==> src/rtl/jstk_spi_poller.sv <==
// jstk_spi_poller: SPI master (mode 0) that polls a PmodJSTK joystick every
// POLL_PERIOD cycles with a 5-byte transaction and presents the latest
// position and button state as registered outputs.
//
// Ports:
//   CLK    in   system clock
//   RST    in   synchronous active-high reset
//   LED    in   [1:0] LED state, latched at transaction start
//   MISO   in   serial data from the joystick
//   SS     out  slave select, active low
//   SCLK   out  SPI clock, idles low
//   MOSI   out  serial data to the joystick
//   X_POS  out  [9:0] last X position
//   Y_POS  out  [9:0] last Y position
//   BTN    out  [2:0] last button state {BTN2, BTN1, stick}
//   VALID  out  one-cycle pulse when X_POS/Y_POS/BTN update
//   BUSY   out  high while SS is low
//
// state  | meaning
// -------+--------------------------------------------------------------
// IDLE   | SS high, waiting for a poll tick
// SETUP  | SS low, SS_SETUP cycles before the first bit
// BIT_LO | SCLK low for CLK_DIV cycles, MOSI presents current TX MSB
// BIT_HI | SCLK high for CLK_DIV cycles, MISO sampled on the first cycle
// GAP    | SCLK low for BYTE_GAP cycles between bytes
// DONE   | one cycle: raise SS, publish outputs, pulse VALID

module jstk_spi_poller #(
  parameter int CLK_DIV     = 750,
  parameter int SS_SETUP    = 1500,
  parameter int BYTE_GAP    = 1000,
  parameter int POLL_PERIOD = 5_000_000
) (
  input  logic       CLK,
  input  logic       RST,
  input  logic [1:0] LED,
  input  logic       MISO,
  output logic       SS,
  output logic       SCLK,
  output logic       MOSI,
  output logic [9:0] X_POS,
  output logic [9:0] Y_POS,
  output logic [2:0] BTN,
  output logic       VALID,
  output logic       BUSY
);

  typedef enum logic [2:0] {
    S_IDLE, S_SETUP, S_BIT_LO, S_BIT_HI, S_GAP, S_DONE
  } state_t;

  state_t      state;
  logic [31:0] poll_cnt;
  logic        tick;
  logic [31:0] tmr;
  logic [2:0]  bit_idx;
  logic [2:0]  byte_idx;
  logic [7:0]  tx_sr;
  logic [7:0]  rx_sr;
  logic [1:0]  led_q;
  logic [7:0]  rx0;
  logic [1:0]  rx1;
  logic [7:0]  rx2;
  logic [1:0]  rx3;
  logic [2:0]  rx4;

  // MOSI is the MSB of the TX shift register, so it is already a flop output.
  assign MOSI = tx_sr[7];

  // Free-running poll counter; tick is registered at the wrap so the FSM
  // reacts one cycle later.
  always_ff @(posedge CLK) begin
    if (RST) begin
      poll_cnt <= '0;
      tick     <= 1'b0;
    end else begin
      tick <= (poll_cnt == 32'(POLL_PERIOD - 1));
      if (poll_cnt == 32'(POLL_PERIOD - 1)) poll_cnt <= '0;
      else                                  poll_cnt <= poll_cnt + 32'd1;
    end
  end

  always_ff @(posedge CLK) begin
    if (RST) begin
      state    <= S_IDLE;
      tmr      <= '0;
      bit_idx  <= '0;
      byte_idx <= '0;
      tx_sr    <= '0;
      rx_sr    <= '0;
      led_q    <= '0;
      rx0      <= '0;
      rx1      <= '0;
      rx2      <= '0;
      rx3      <= '0;
      rx4      <= '0;
      SS       <= 1'b1;
      SCLK     <= 1'b0;
      X_POS    <= '0;
      Y_POS    <= '0;
      BTN      <= '0;
      VALID    <= 1'b0;
      BUSY     <= 1'b0;
    end else begin
      VALID <= 1'b0;
      case (state)
        S_IDLE: begin
          if (tick) begin
            led_q <= LED;
            SS    <= 1'b0;
            BUSY  <= 1'b1;
            tmr   <= 32'(SS_SETUP - 1);
            state <= S_SETUP;
          end
        end
        S_SETUP: begin
          if (tmr == '0) begin
            tx_sr    <= {6'b100000, led_q};
            bit_idx  <= '0;
            byte_idx <= '0;
            tmr      <= 32'(CLK_DIV - 1);
            state    <= S_BIT_LO;
          end else begin
            tmr <= tmr - 32'd1;
          end
        end
        S_BIT_LO: begin
          if (tmr == '0) begin
            SCLK  <= 1'b1;
            tmr   <= 32'(CLK_DIV - 1);
            state <= S_BIT_HI;
          end else begin
            tmr <= tmr - 32'd1;
          end
        end
        S_BIT_HI: begin
          // First cycle of the high phase is the cycle SCLK rose.
          if (tmr == 32'(CLK_DIV - 1)) rx_sr <= {rx_sr[6:0], MISO};
          if (tmr == '0) begin
            SCLK <= 1'b0;
            if (bit_idx != 3'd7) begin
              tx_sr   <= {tx_sr[6:0], 1'b0};
              bit_idx <= bit_idx + 3'd1;
              tmr     <= 32'(CLK_DIV - 1);
              state   <= S_BIT_LO;
            end else begin
              // Only the position and button bits are kept.
              case (byte_idx)
                3'd0:    rx0 <= rx_sr;
                3'd1:    rx1 <= rx_sr[1:0];
                3'd2:    rx2 <= rx_sr;
                3'd3:    rx3 <= rx_sr[1:0];
                default: rx4 <= rx_sr[2:0];
              endcase
              bit_idx <= '0;
              if (byte_idx != 3'd4) begin
                byte_idx <= byte_idx + 3'd1;
                tmr      <= 32'(BYTE_GAP - 1);
                state    <= S_GAP;
              end else begin
                state <= S_DONE;
              end
            end
          end else begin
            tmr <= tmr - 32'd1;
          end
        end
        S_GAP: begin
          if (tmr == '0) begin
            tx_sr <= 8'h00;
            tmr   <= 32'(CLK_DIV - 1);
            state <= S_BIT_LO;
          end else begin
            tmr <= tmr - 32'd1;
          end
        end
        S_DONE: begin
          SS       <= 1'b1;
          BUSY     <= 1'b0;
          VALID    <= 1'b1;
          X_POS    <= {rx1, rx0};
          Y_POS    <= {rx3, rx2};
          BTN      <= rx4;
          tx_sr    <= 8'h00;
          byte_idx <= '0;
          state    <= S_IDLE;
        end
        default: state <= S_IDLE;
      endcase
    end
  end

endmodule
==> config.mk <==
export PLATFORM = sky130hd
export DESIGN_NAME = jstk_spi_poller
export DESIGN_NICKNAME = d
export VERILOG_FILES = /design/src/rtl/jstk_spi_poller.sv
export SDC_FILE = /design/constraint.sdc
export NUM_CORES = 1
export LEC_CHECK = 0
export ABC_AREA = 1
export BUFFER_PORTS_ARGS = -buffer_cell sky130_fd_sc_hd__buf_2
export CAP_MARGIN = 15
export CORE_ASPECT_RATIO = 2
export CORE_MARGIN = 2
export CORE_UTILIZATION = 55
export CTS_CLUSTER_SIZE = 25
export DETAILED_ROUTE_END_ITERATION = 7
export PLACE_DENSITY = 0.75
export SETUP_SLACK_MARGIN = 0.02
export SKIP_LAST_GASP = 1
export SLEW_MARGIN = 15
export SYNTH_ARGS = -nofsm -noshare
export SYNTH_HDL_FRONTEND = slang
export SYNTH_SLANG_ARGS = --single-unit
==> constraint.sdc <==
create_clock -name CLK -period 1.9 [get_ports CLK]
set_input_delay 0.19 -clock CLK [delete_from_list [all_inputs] [get_ports CLK]]
set_output_delay 0.19 -clock CLK [all_outputs]
set_load 0.005 [all_outputs]
After elaboration in Yosys (flattened, before gate mapping)
Index checks and enable logic that the tools add are counted.
{"block": "totals", "register_bits": 142, "inputBits": 5, "out_inout_bits": 28, "elab_cells": 110}
{"block": "classes", "n_addsub": 4, "n_eq_ne": 22, "n_mux": 34, "bitwise": 2, "reduce_logical": 27}
{"cell": "2-to-1 mux 32 bit", "count": 5}
{"cell": "case mux 32 bit (3 select lines)", "count": 1}
{"cell": "2-to-1 mux 3 bit", "count": 11}
{"cell": "adder 32 x 1 -> 32 bit, second input constant", "count": 1}
{"cell": "equality test 32 x 10 -> 1 bit, second input constant", "count": 1}
{"cell": "equality test 32 x 23 -> 1 bit, second input constant", "count": 1}
{"cell": "logical NOT 32 bit", "count": 1}
{"cell": "2-to-1 mux 8 bit", "count": 4}
{"cell": "case mux 8 bit (4 select lines)", "count": 1}
{"cell": "subtractor 32 x 1 -> 32 bit, second input constant", "count": 1}
{"cell": "AND reduction 4 bit", "count": 6}
{"cell": "inequality test 2 bit, second input constant", "count": 8}
{"cell": "equality test 3 x 2 -> 1 bit, second input constant", "count": 4}
{"cell": "case mux 3 bit (4 select lines)", "count": 1}
{"cell": "AND reduction 5 bit", "count": 2}
{"cell": "case mux 3 bit (3 select lines)", "count": 1}
{"cell": "AND reduction 3 bit", "count": 3}
{"cell": "adder 3 x 1 -> 3 bit, second input constant", "count": 2}
{"cell": "equality test 3 x 1 -> 1 bit, second input constant", "count": 2}
{"cell": "equality test 3 bit, second input constant", "count": 2}
{"cell": "logical NOT 3 bit", "count": 2}
{"cell": "2-to-1 mux 1 bit", "count": 6}
{"cell": "inequality test 3 bit, second input constant", "count": 2}
{"cell": "case mux 1 bit (2 select lines)", "count": 3}
{"cell": "11 further kinds", "count": 18}

Depth between registers and ports, before layout
Gate-level depths: netlist of run 1.
{"block": "depth", "ltp_word": 5, "ltp_mapped": 13, "mapped_depth_nobuf": 13}

Worst setup path after synthesis of run 1
No wires, ideal clock.
{"block": "synth_timing", "kind": "reg-to-reg", "from": "register tmr[0]", "to": "register tmr[1]", "setup_ps": 117, "arrival_time_ps": 1735, "t_required_ps": 1783, "path_slack_ps": 48, "stages_incl_launch_ff": 13, "path_buffers": 1, "period_less_slack_ps": 1852, "path_cell_list": "dfxtp_1 -> inv_1 -> ha_1 -> nand2_2 -> nor2_4 -> nand2_4 -> nor2_8 -> nand3_4 -> nand2_4 -> inv_1 -> buf_6 -> o21ai_0 -> nor2_1"}
{"block": "synth_via", "elab_chain_len": 3, "word_cells_on_any_way": 7, "classes_between": "add/sub: 1; eq/ne: 1; mux: 3; reduce/logical: 2"}
{"item": "start: declaration", "line": "55", "rtl": "logic [31:0] tmr;"}
{"item": "start signal: assignment", "line": "112", "rtl": "tmr <= 32'(SS_SETUP - 1);"}
{"item": "start signal: assignment", "line": "121", "rtl": "tmr <= 32'(CLK_DIV - 1);"}
{"item": "start signal: assignment", "line": "124", "rtl": "tmr <= tmr - 32'd1;"}
{"item": "subtractor 32 x 1 -> 32 bit or logical NOT 32 bit (tied branches)"}
{"item": "2-to-1 mux 32 bit (tied with other cells)", "line": "117, 128, 169"}
{"item": "case mux 32 bit (3 select lines) or AND reduction 3 bit (tied branches)"}
Several ways; a longest one is shown, not always the timed one.
A chain may end at the register's enable or synchronous reset.

Worst setup path after layout of run 1
{"block": "layout_timing", "from": "register tmr[21]", "to": "register tmr[1]"}
{"block": "layout_via", "elab_chain_len": 3, "word_cells_on_any_way": 6, "classes_between": "eq/ne: 1; mux: 3; reduce/logical: 2"}
{"item": "logical NOT 32 bit (*)"}
{"item": "inequality test 4 bit (no source line) (tied with other cells)"}
{"item": "AND reduction 3 bit (no source line) or case mux 32 bit (3 select lines) (tied branches)"}
Every way passes the cells marked *; elsewhere a longest branch is shown, timed or not.

==> results of run 1 <==
-- worst max path at each step --
| stage | slack [ns] | to | cells past startpoint | from |
|---|---|---|---|---|
| global placement | -0.02 | rx0[5]$_SDFFE_PP0P_ | 10 | tmr[1]$_SDFFE_PP0P_ |
| global route | -0.07 | tmr[26]$_SDFFE_PP0P_ | 11 | tmr[21]$_SDFFE_PP0P_ |
| detailed placement | -0.07 | rx0[5]$_SDFFE_PP0P_ | 10 | tmr[1]$_SDFFE_PP0P_ |
| finish | -0.009 | tmr[1]$_SDFFE_PP0P_ | 10 | tmr[21]$_SDFFE_PP0P_ |
| CTS | 0.004 | tmr[3]$_SDFFE_PP0P_ | 11 | tmr[1]$_SDFFE_PP0P_ |
| floorplan | 0.05 | tmr[1]$_SDFFE_PP0P_ | 12 | tmr[0]$_SDFFE_PP0P_ |
-- what timing repair did --
| action | CTS | global route |
|---|---|---|
| endpoints found under the hold margin | 2 | 0 |
| pin swaps | 0 | 21 |
| resized for setup | 3 | 81 |
| setup endpoints to repair | 10 | 98 |
| hold buffers | 2 | 0 |
| gates cloned | 0 | 1 |
| buffers inserted | 0 | 6 |
-- flip-flops by register name, summed over array words and instances, names as in the netlist --
| name | count |
|---|---|
| rx4 | 3 |
| BTN | 3 |
| SS | 1 |
| tx_sr | 8 |
| bit_idx | 3 |
| Y_POS | 10 |
| byte_idx | 3 |
| VALID | 1 |
| poll_cnt | 32 |
| rx3 | 2 |
| rx0 | 8 |
| X_POS | 10 |
| rx2 | 8 |
| tmr | 32 |
| state | 3 |
| rx_sr | 8 |
| BUSY | 1 |
| led_q | 2 |
| rx1 | 2 |
| tick | 1 |
| SCLK | 1 |
-- cells in the mapped netlist (all sizes together), types with 4 or more instances --
master	number
o2111ai	7
o21bai	5
a22o	12
inv	110
clkbuf	12
buf	12
or2	7
o21ai	56
xnor2	7
dfxtp	142
nand3b	4
nand2	209
ha	10
nor2	178
nor4	7
nor3	28
a21oi	64
and2	4
nand3	61
nand4	19
xor2	12
-- cell usage in the layout, fill, tap and decap left out, drive strengths merged, types with 5 or more instances in the layout --
cell type | netlist | layout
dfxtp | 142 | 142
o21ai | 56 | 56
nand2 | 209 | 209
buf | 12 | 108
xor2 | 12 | 12
a22o | 12 | 12
o2111ai | 7 | 7
or2 | 7 | 7
ha | 10 | 10
nor3 | 28 | 28
nand4 | 19 | 19
nor4 | 7 | 7
xnor2 | 7 | 7
a21oi | 64 | 64
clkinvlp | 0 | 5
clkbuf | 12 | 18
o21bai | 5 | 5
nor2 | 178 | 178
clkinv | 2 | 5
nand3 | 61 | 61
inv | 110 | 113
-- metal layers --
layer  routed length (um)  track usage, %
met4                 1280            18.5
met2                10300            53.7
met3                  602            4.22
met1                 6200            23.8
met5                    0               0
-- power groups by stage --
stage	Sequential, mW	Combinational, mW	Clock (mW)
2_1_floorplan	3.57	3.45	0
3_3_place_gp	3.55	4.98	0
3_5_place_dp	3.55	5.05	0
4_1_cts	3.49	5.13	3.63
5_1_grt	3.58	6.33	3.75
6_report	3.55	5.81	3.60
-- kinds of logic (layout without fill, tap and decap cells) --
group | count (synthesis) | in the layout
simple gates | 519 | 519
compound gates | 151 | 151
flops | 142 | 142
buf+inv | 136 | 255
xor+xnor | 19 | 19
fa+ha+maj | 10 | 10
-- per-stage QoR --
step / power, mW / hold WS [ns] / instances / area (um^2) / util, %
after CTS: 12.2 / 0.0398 / 1236 / 8280 / 67.9
after global placement: 8.53 / 0.417 / 1202 / 7610 / 62.4
after floorplan: 7.01 / 0.325 / 977 / 6860 / -
after global routing: 13.7 / 0.0410 / 1243 / 8550 / 70.1
after detailed placement: 8.61 / 0.424 / 1202 / 7610 / 62.4
final: 12.9 / 0.0404 / 1243 / 8550 / 70.1
-- cell type report --
| class | count | area (um^2) |
|---|---|---|
| fill | 991 | 3650 |
| multi-input combinational | 699 | 3640 |
| sequential | 142 | 2850 |
| timing repair buffer | 110 | 803 |
| clock buffer | 18 | 429 |
| inverter | 112 | 428 |
| clock inverter | 14 | 206 |
| tap | 147 | 184 |
| timing repair inverter | 1 | 7.51 |
==> run metrics, run 1 <==
maximum VDD drop=1.13 mV; logic gate share of total power=44.8%; Avg Cell Area, Syn=7.02 um^2; die width=83.0 um; area grow syn2layout=24.6%; Die Y=162 um; vias in the first global route=6597; clk_lat worst skew=0.43 ns; Sw Ratio=40.1%; PwrDens=1510 mW/mm^2; Mapped Cells=977; first-pass GRT wire length=29400 um; violated checks=negative setup slack; Clock power frac=27.8%; Worst Tran Pin Value=0.427 ns; CTS tree=built; clock sink count=142; crit path max fanout=6; routed wire length=18400 um; drt wl/cell=14.8 um; Reg2Reg Setup Slack=-0.009 ns; critical path class=reg2reg; CP Data Required Time=2.21 ns; largest family of logic cells by synthesized area=simple AND/OR/NAND/NOR gates; Ys Warns=0; Final Hold Vio Count=0; initial antenna violation count=0; LEAKAGE=3.56 nW; Max clock buf depth=2; post-synth top area share=41.4%; cell family with most CP delay=simple AND/OR/NAND/NOR gates; Yosys cell types=44; crit-path max cell delay=0.36 ns; share of cells above drive strength 1=21.7%; CTS root buffer=clkbuf_16; Min-Delay Endpoint=BUSY$_SDFFE_PP0P_; crit path DAT=2.22 ns; R2R Path Start=tmr[21]$_SDFFE_PP0P_; Tcrit/Tclk final=100%; Cell Int Power=7.75 mW; initial core utilization=56.2%; Main synth FF type=dfxtp_1; std cell rows=57; Clk pin slew, worst setup/hold paths=0.07 ns; sequential-to-total area share from yosys stat=41.4%; IO Pins=33; number of endpoints failing setup at the final stage=1; post-synthesis compound-gate area fraction=13.0%; drt pass-1 iters=5; Post-synth EDFFs=0; port bufs=32; Fmax=0.524 GHz; RSZ-0062 raised after global routing=true; gr usage total=26.9%; hold path cells=2; remaining antenna violation count=0; top cells by area, synth=dfxtp_1, nand2_1, nor2_1; WP buf/inv=1; Setup TNS=-0.00919 ns; H-tree depth=4; Seq pwr share=27.4%; Hold WC Path Type=in2reg; Slew Viols, Final=0; CP Launch Type=flip-flop; critical path's slowest cell=dfxtp_4; adder-cell share of the synthesized area=1.82%; Synth Register Bits=142; outcome=finished, violations left; Hold Crit Start=RST; worst path cell trace=nor2_4 -> nand2_1 -> nor2_2 -> nand2_2 -> nor2_8 -> nand3_4 -> nand2_8 -> clkinvlp_4 -> o21ai_0 -> nor2_1; cts bufs inserted=17; pre-CTS WS=-0.0665 ns; DR vias=6839; synthesized area=0.00686 mm^2; total grt overflow=0; dominant cell type by area after synthesis=dfxtp_1; Max Cap Violations=0; Total Nets Final=1098; worst rel slew slack=71.3%; post-DP HPWL=13300 um; mux cell area share after synthesis=0%; Switch Pwr=5.20 mW; largest net degree at the start of global routing=31; Worst R2R End=tmr[1]$_SDFFE_PP0P_; routability cong.=0.940; die area=0.0134 mm^2; DR vias/cell=5.50; CP endpoint kind=flip-flop; antenna cells=0; Simple-Gate Fraction of Synth Area=33.2%; Synth Area in XOR/XNOR=2.43%; Final Skew=0.0104 ns; setup ws final=-0.00919 ns; core area=0.0122 mm^2; FFs w/ async S/R, synth=0%; Mapped Nets=992; DRC=0; Tmin final=1.91 ns; R2R depth=10; Initial DRC Count=351
Note: power is estimated with default switching activity, not from simulation.
==> inputs of run 2 (changes only) <==
==> constraint.sdc (replaced) <==
create_clock -name CLK -period 1.9 [get_ports CLK]
set_input_delay 0.38 -clock CLK [delete_from_list [all_inputs] [get_ports CLK]]
set_output_delay 0.38 -clock CLK [all_outputs]
set_load 0.005 [all_outputs]
==> run metrics, run 2 (same netlist as run 1, synthesis figures left out) <==
Final Skew=0.0104 ns; violated checks=negative setup slack; Tcrit/Tclk final=101%; outcome=finished, violations left; Max clock buf depth=2; antenna cells=0; LEAKAGE=3.55 nW; total grt overflow=0; DR vias/cell=5.50; Hold WC Path Type=in2reg; Die Y=162 um; std cell rows=57; H-tree depth=4; total power draw=12.9 mW; drt wl/cell=14.8 um; area grow syn2layout=24.3%; Initial DRC Count=322; CP endpoint kind=flip-flop; Final Cell Area=0.00853 mm^2; remaining antenna violation count=0; initial antenna violation count=0; cts bufs inserted=17; die width=83.0 um; CP Launch Type=flip-flop; IO Pins=33; maximum VDD drop=1.13 mV; FF/Latch Area=0.00285 mm^2; DRC=0; first-pass GRT wire length=29300 um; setup ws final=-0.0203 ns; area of the multi-input gates=0.00364 mm^2; drt pass-1 iters=5; DR vias=6822; Cell Area, Placed=0.00761 mm^2; crit path DAT=2.23 ns; RSZ-0062 raised after global routing=true; leading cell type in the layout, fill and taps excluded=nand2_1; Largest regs=poll_cnt x32, tmr x32; initial core utilization=56.2%; Final Util=69.9%; core area=0.0122 mm^2; clock sink count=142; hold slack=0.177 ns; gr usage total=26.9%; largest net degree at the start of global routing=31; post-DP HPWL=13300 um; port bufs=32; most frequent cells in the layout=nand2_1, nor2_1, dfxtp_1; Final Hold Vio Count=0; CP Data Required Time=2.21 ns; crit path max fanout=6; Total Nets Final=1096; CTS tree=built; die area=0.0134 mm^2; Tmin final=1.92 ns; worst rel slew slack=71.3%; share of cells above drive strength 1=21.8%; filler instances=997; Slew Viols, Final=0; critical path class=reg2reg; CTS Hold Buffers Added=0; PwrDens=1520 mW/mm^2; clk_lat worst skew=0.43 ns; routed wire length=18400 um; vias in the first global route=6589; Clk pin slew, worst setup/hold paths=0.06 ns; Worst Tran Pin Value=0.427 ns; Max Cap Violations=0; routability cong.=0.940; Fmax=0.521 GHz; number of endpoints failing setup at the final stage=1; CTS root buffer=clkbuf_16
==> run 2: changes by cell type in the layout (fill, tap and decap cells not counted), sizes merged <==
| cell | change |
|---|---|
| dlygate4sd3 | -2 |
==> run 2: report_power, final <==
group	total, mW	leakage [nW]	switching [mW]	internal (mW)
clock	3.60	0.305	1.37	2.23
sequential	3.55	1.15	0.272	3.27
combinational	5.80	2.09	3.55	2.25
==> run 2: worst max-delay path, stage by stage (launching register included) <==
cell        delay [ns]
dfxtp_4           0.36
nor2_4            0.13
nand2_1           0.12
nor2_2            0.17
nand2_2           0.13
nor2_8            0.18
nand3_4           0.13
nand2_8           0.12
clkinvlp_4        0.18
o21ai_0           0.21
nor2_1            0.07
==> run 2: layout make-up <==
class | count | share of cell area [%]
Clock buffer | 18 | 5.03
Timing Repair inverter | 1 | 0.0880
Multi-Input combinational cell | 699 | 42.6
Clock inverter | 14 | 2.42
Tap cell | 147 | 2.16
Sequential cell | 142 | 33.5
Inverter | 112 | 5.02
Timing Repair Buffer | 108 | 9.18
==> run 2: per-stage QoR <==
| stage | TNS [ns] | setup slack, ns | cells |
|---|---|---|---|
| 2_1_floorplan | 0 | 0.0478 | 977 |
| 3_3_place_gp | -0.0221 | -0.0221 | 1202 |
| 3_5_place_dp | -0.0665 | -0.0665 | 1202 |
| 4_1_cts | 0 | 0.00354 | 1234 |
| 5_1_grt | -1.13 | -0.0688 | 1241 |
| 6_report | -0.0203 | -0.0203 | 1241 |
==> run 2: path summary, 6_finish.rpt <==
path,to,cells after the start,slack (ns),from
max,tmr[1]$_SDFFE_PP0P_,10,-0.02,tmr[21]$_SDFFE_PP0P_
min,led_q[1]$_SDFFE_PP0P_,3,0.18,LED[1]
max reg2reg,tmr[1]$_SDFFE_PP0P_,10,-0.02,tmr[21]$_SDFFE_PP0P_
min reg2reg,Y_POS[8]$_SDFFE_PP0P_,2,0.44,Y_POS[8]$_SDFFE_PP0P_
==> run 2: layer usage <==
| layer | GRT usage [%] | share of wire (%) |
|---|---|---|
| met4 | 18.5 | 6.8 |
| met3 | 4.22 | 3.3 |
| met2 | 53.7 | 56 |
| met5 | 0 | 0 |
| met1 | 23.7 | 34 |
==> run 2: timing repair <==
action / CTS / global route
cloned: 0 / 1
pin swaps: 0 / 21
setup buffers: 0 / 6
gates resized for setup: 3 / 81
setup endpoints to repair: 10 / 97
==> inputs of run 3 (changes only) <==
- CORE_UTILIZATION: 55 -> 30
- PLACE_DENSITY: 0.75 -> 0.46
==> run metrics, run 3 (same netlist as run 1, synthesis figures left out) <==
vias in the first global route=6545; largest net degree at the start of global routing=33; first-pass GRT wire length=33100 um; Max Cap Violations=0; worst rel slew slack=63.0%; CTS root buffer=clkbuf_16; gr usage total=17.9%; CTS tree=built; initial antenna violation count=0; routed wire length=21000 um; initial core utilization=30.4%; Max clock buf depth=2; Cell Int Power=7.64 mW; CP Launch Type=flip-flop; clk_lat worst skew=0.44 ns; die area=0.0242 mm^2; Seq pwr share=27.7%; cts bufs inserted=17; Initial DRC Count=268; share of cells above drive strength 1=22.5%; Total Nets Final=1121; routability cong.=0.854; outcome=finished, final reports clean; most frequent cells in the layout=nand2_1, nor2_1, dfxtp_1; total grt overflow=0; DRC=0; die width=111 um; core area=0.0225 mm^2; PwrDens=1450 mW/mm^2; CP endpoint kind=flip-flop; Final Hold Vio Count=0; CP Data Required Time=2.22 ns; Final Non-Filler Cells=1398; H-tree depth=4; IO Pins=33; crit path max fanout=8; Final Skew=0.00788 ns; Tmin final=1.80 ns; Switch Pwr=5.12 mW; DP Cell Count=1360; port bufs=32; Slew Viols, Final=0; clock sink count=142; LEAKAGE=3.64 nW; filler instances=2413; Largest regs=poll_cnt x32, tmr x32; RSZ-0062 raised after global routing=true; Clk pin slew, worst setup/hold paths=0.06 ns; crit path DAT=2.12 ns; std cell rows=78; CTS Hold Buffers Added=0; logic gate share of total power=47.8%; Worst Tran Pin Value=0.550 ns; DR vias=6601; Clock power frac=24.5%; number of endpoints failing setup at the final stage=0; drt wl/cell=15.1 um; antenna cells=0; DR vias/cell=4.72; drt pass-1 iters=6; area of the multi-input gates=0.00362 mm^2; Sw Ratio=40.1%; Tcrit/Tclk final=94.6%; post-DP HPWL=16400 um; Fmax=0.557 GHz; leading cell type in the layout, fill and taps excluded=nand2_1; FF/Latch Area=0.00285 mm^2; critical path class=reg2reg; remaining antenna violation count=0; Die Y=218 um; Setup TNS=0 ns; maximum VDD drop=0.710 mV; area grow syn2layout=28.5%; Hold WC Path Type=in2reg
## run 3: cell types whose count changed in the layout (fill, tap and decap cells not counted), moves of 2 or more
cell	delta
nor2_1	+6
buf_12	+3
o21ai_1	-3
inv_6	-2
o21ai_0	+3
nor2_4	+3
inv_8	-2
clkinv_2	+4
clkinv_4	-2
bufinv_16	-3
buf_4	+25
buf_6	-3
nor2_2	-9
## run 3: timing repair
action / in CTS / in global routing
pin swaps: 3 / 20
gates resized for setup: 11 / 55
setup endpoints to repair: 23 / 96
buffers inserted: 0 / 7
gates cloned: 0 / 1
## run 3: power groups by stage
stage / clock network (mW) / registers, mW / logic [mW]
6_report: 3.12 / 3.54 / 6.10
2_1_floorplan: 0 / 3.57 / 3.45
3_5_place_dp: 0 / 3.56 / 5.67
3_3_place_gp: 0 / 3.55 / 5.68
4_1_cts: 3.24 / 3.50 / 5.75
5_1_grt: 3.36 / 3.58 / 6.78
## run 3: final cells by class
cell class	instances	area share, %
multi-input combinational	699	41.1
clock inverter	11	1.06
inverter	112	4.85
sequential	142	32.3
clock buffer	20	5.07
timing repair buffer	134	11.6
tap	280	3.97
## run 3: final timing paths
path	from	end	slack, ns	depth (start not counted)
worst max-delay path	tmr[1]$_SDFFE_PP0P_	rx0[7]$_SDFFE_PP0P_	0.10	11
worst min-delay path	LED[1]	led_q[1]$_SDFFE_PP0P_	0.18	3
worst max register to register	tmr[1]$_SDFFE_PP0P_	rx0[7]$_SDFFE_PP0P_	0.10	11
worst min register to register	Y_POS[8]$_SDFFE_PP0P_	Y_POS[8]$_SDFFE_PP0P_	0.44	2
## run 3: per-stage QoR
stage / setup slack, ns / hold WS (ns) / total power [mW] / instance area (um^2) / util, %
final: 0.103 / 0.176 / 12.8 / 8810 / 39.1
after global routing: -0.00596 / 0.150 / 13.7 / 8810 / 39.1
after CTS: 0.0165 / 0.150 / 12.5 / 8580 / 38.1
after detailed placement: -0.0651 / 0.433 / 9.23 / 8020 / 35.6
after global placement: -0.0748 / 0.430 / 9.23 / 8020 / 35.6
after floorplan: 0.0478 / 0.421 / 7.01 / 6860 / -
## run 3: worst max-delay path, cell delays in order (launching register included)
cell	delay, ns
dfxtp_2	0.33
inv_2	0.08
ha_4	0.13
nand2_2	0.07
buf_4	0.15
nor2_1	0.09
nand4_1	0.19
nor2_4	0.17
buf_4	0.13
nand3_4	0.09
o21ai_1	0.19
a21oi_1	0.05
## run 3: routing by layer
layer | part of all wire (%) | vias to the layer above | global-route usage, %
li1 | - | 3433 | -
met1 | 33 | 3035 | 14.6
met2 | 60 | 93 | 38.1
met3 | 2.1 | 40 | 3.84
met4 | 3.9 | 0 | 9.42
met5 | 0 | - | 0
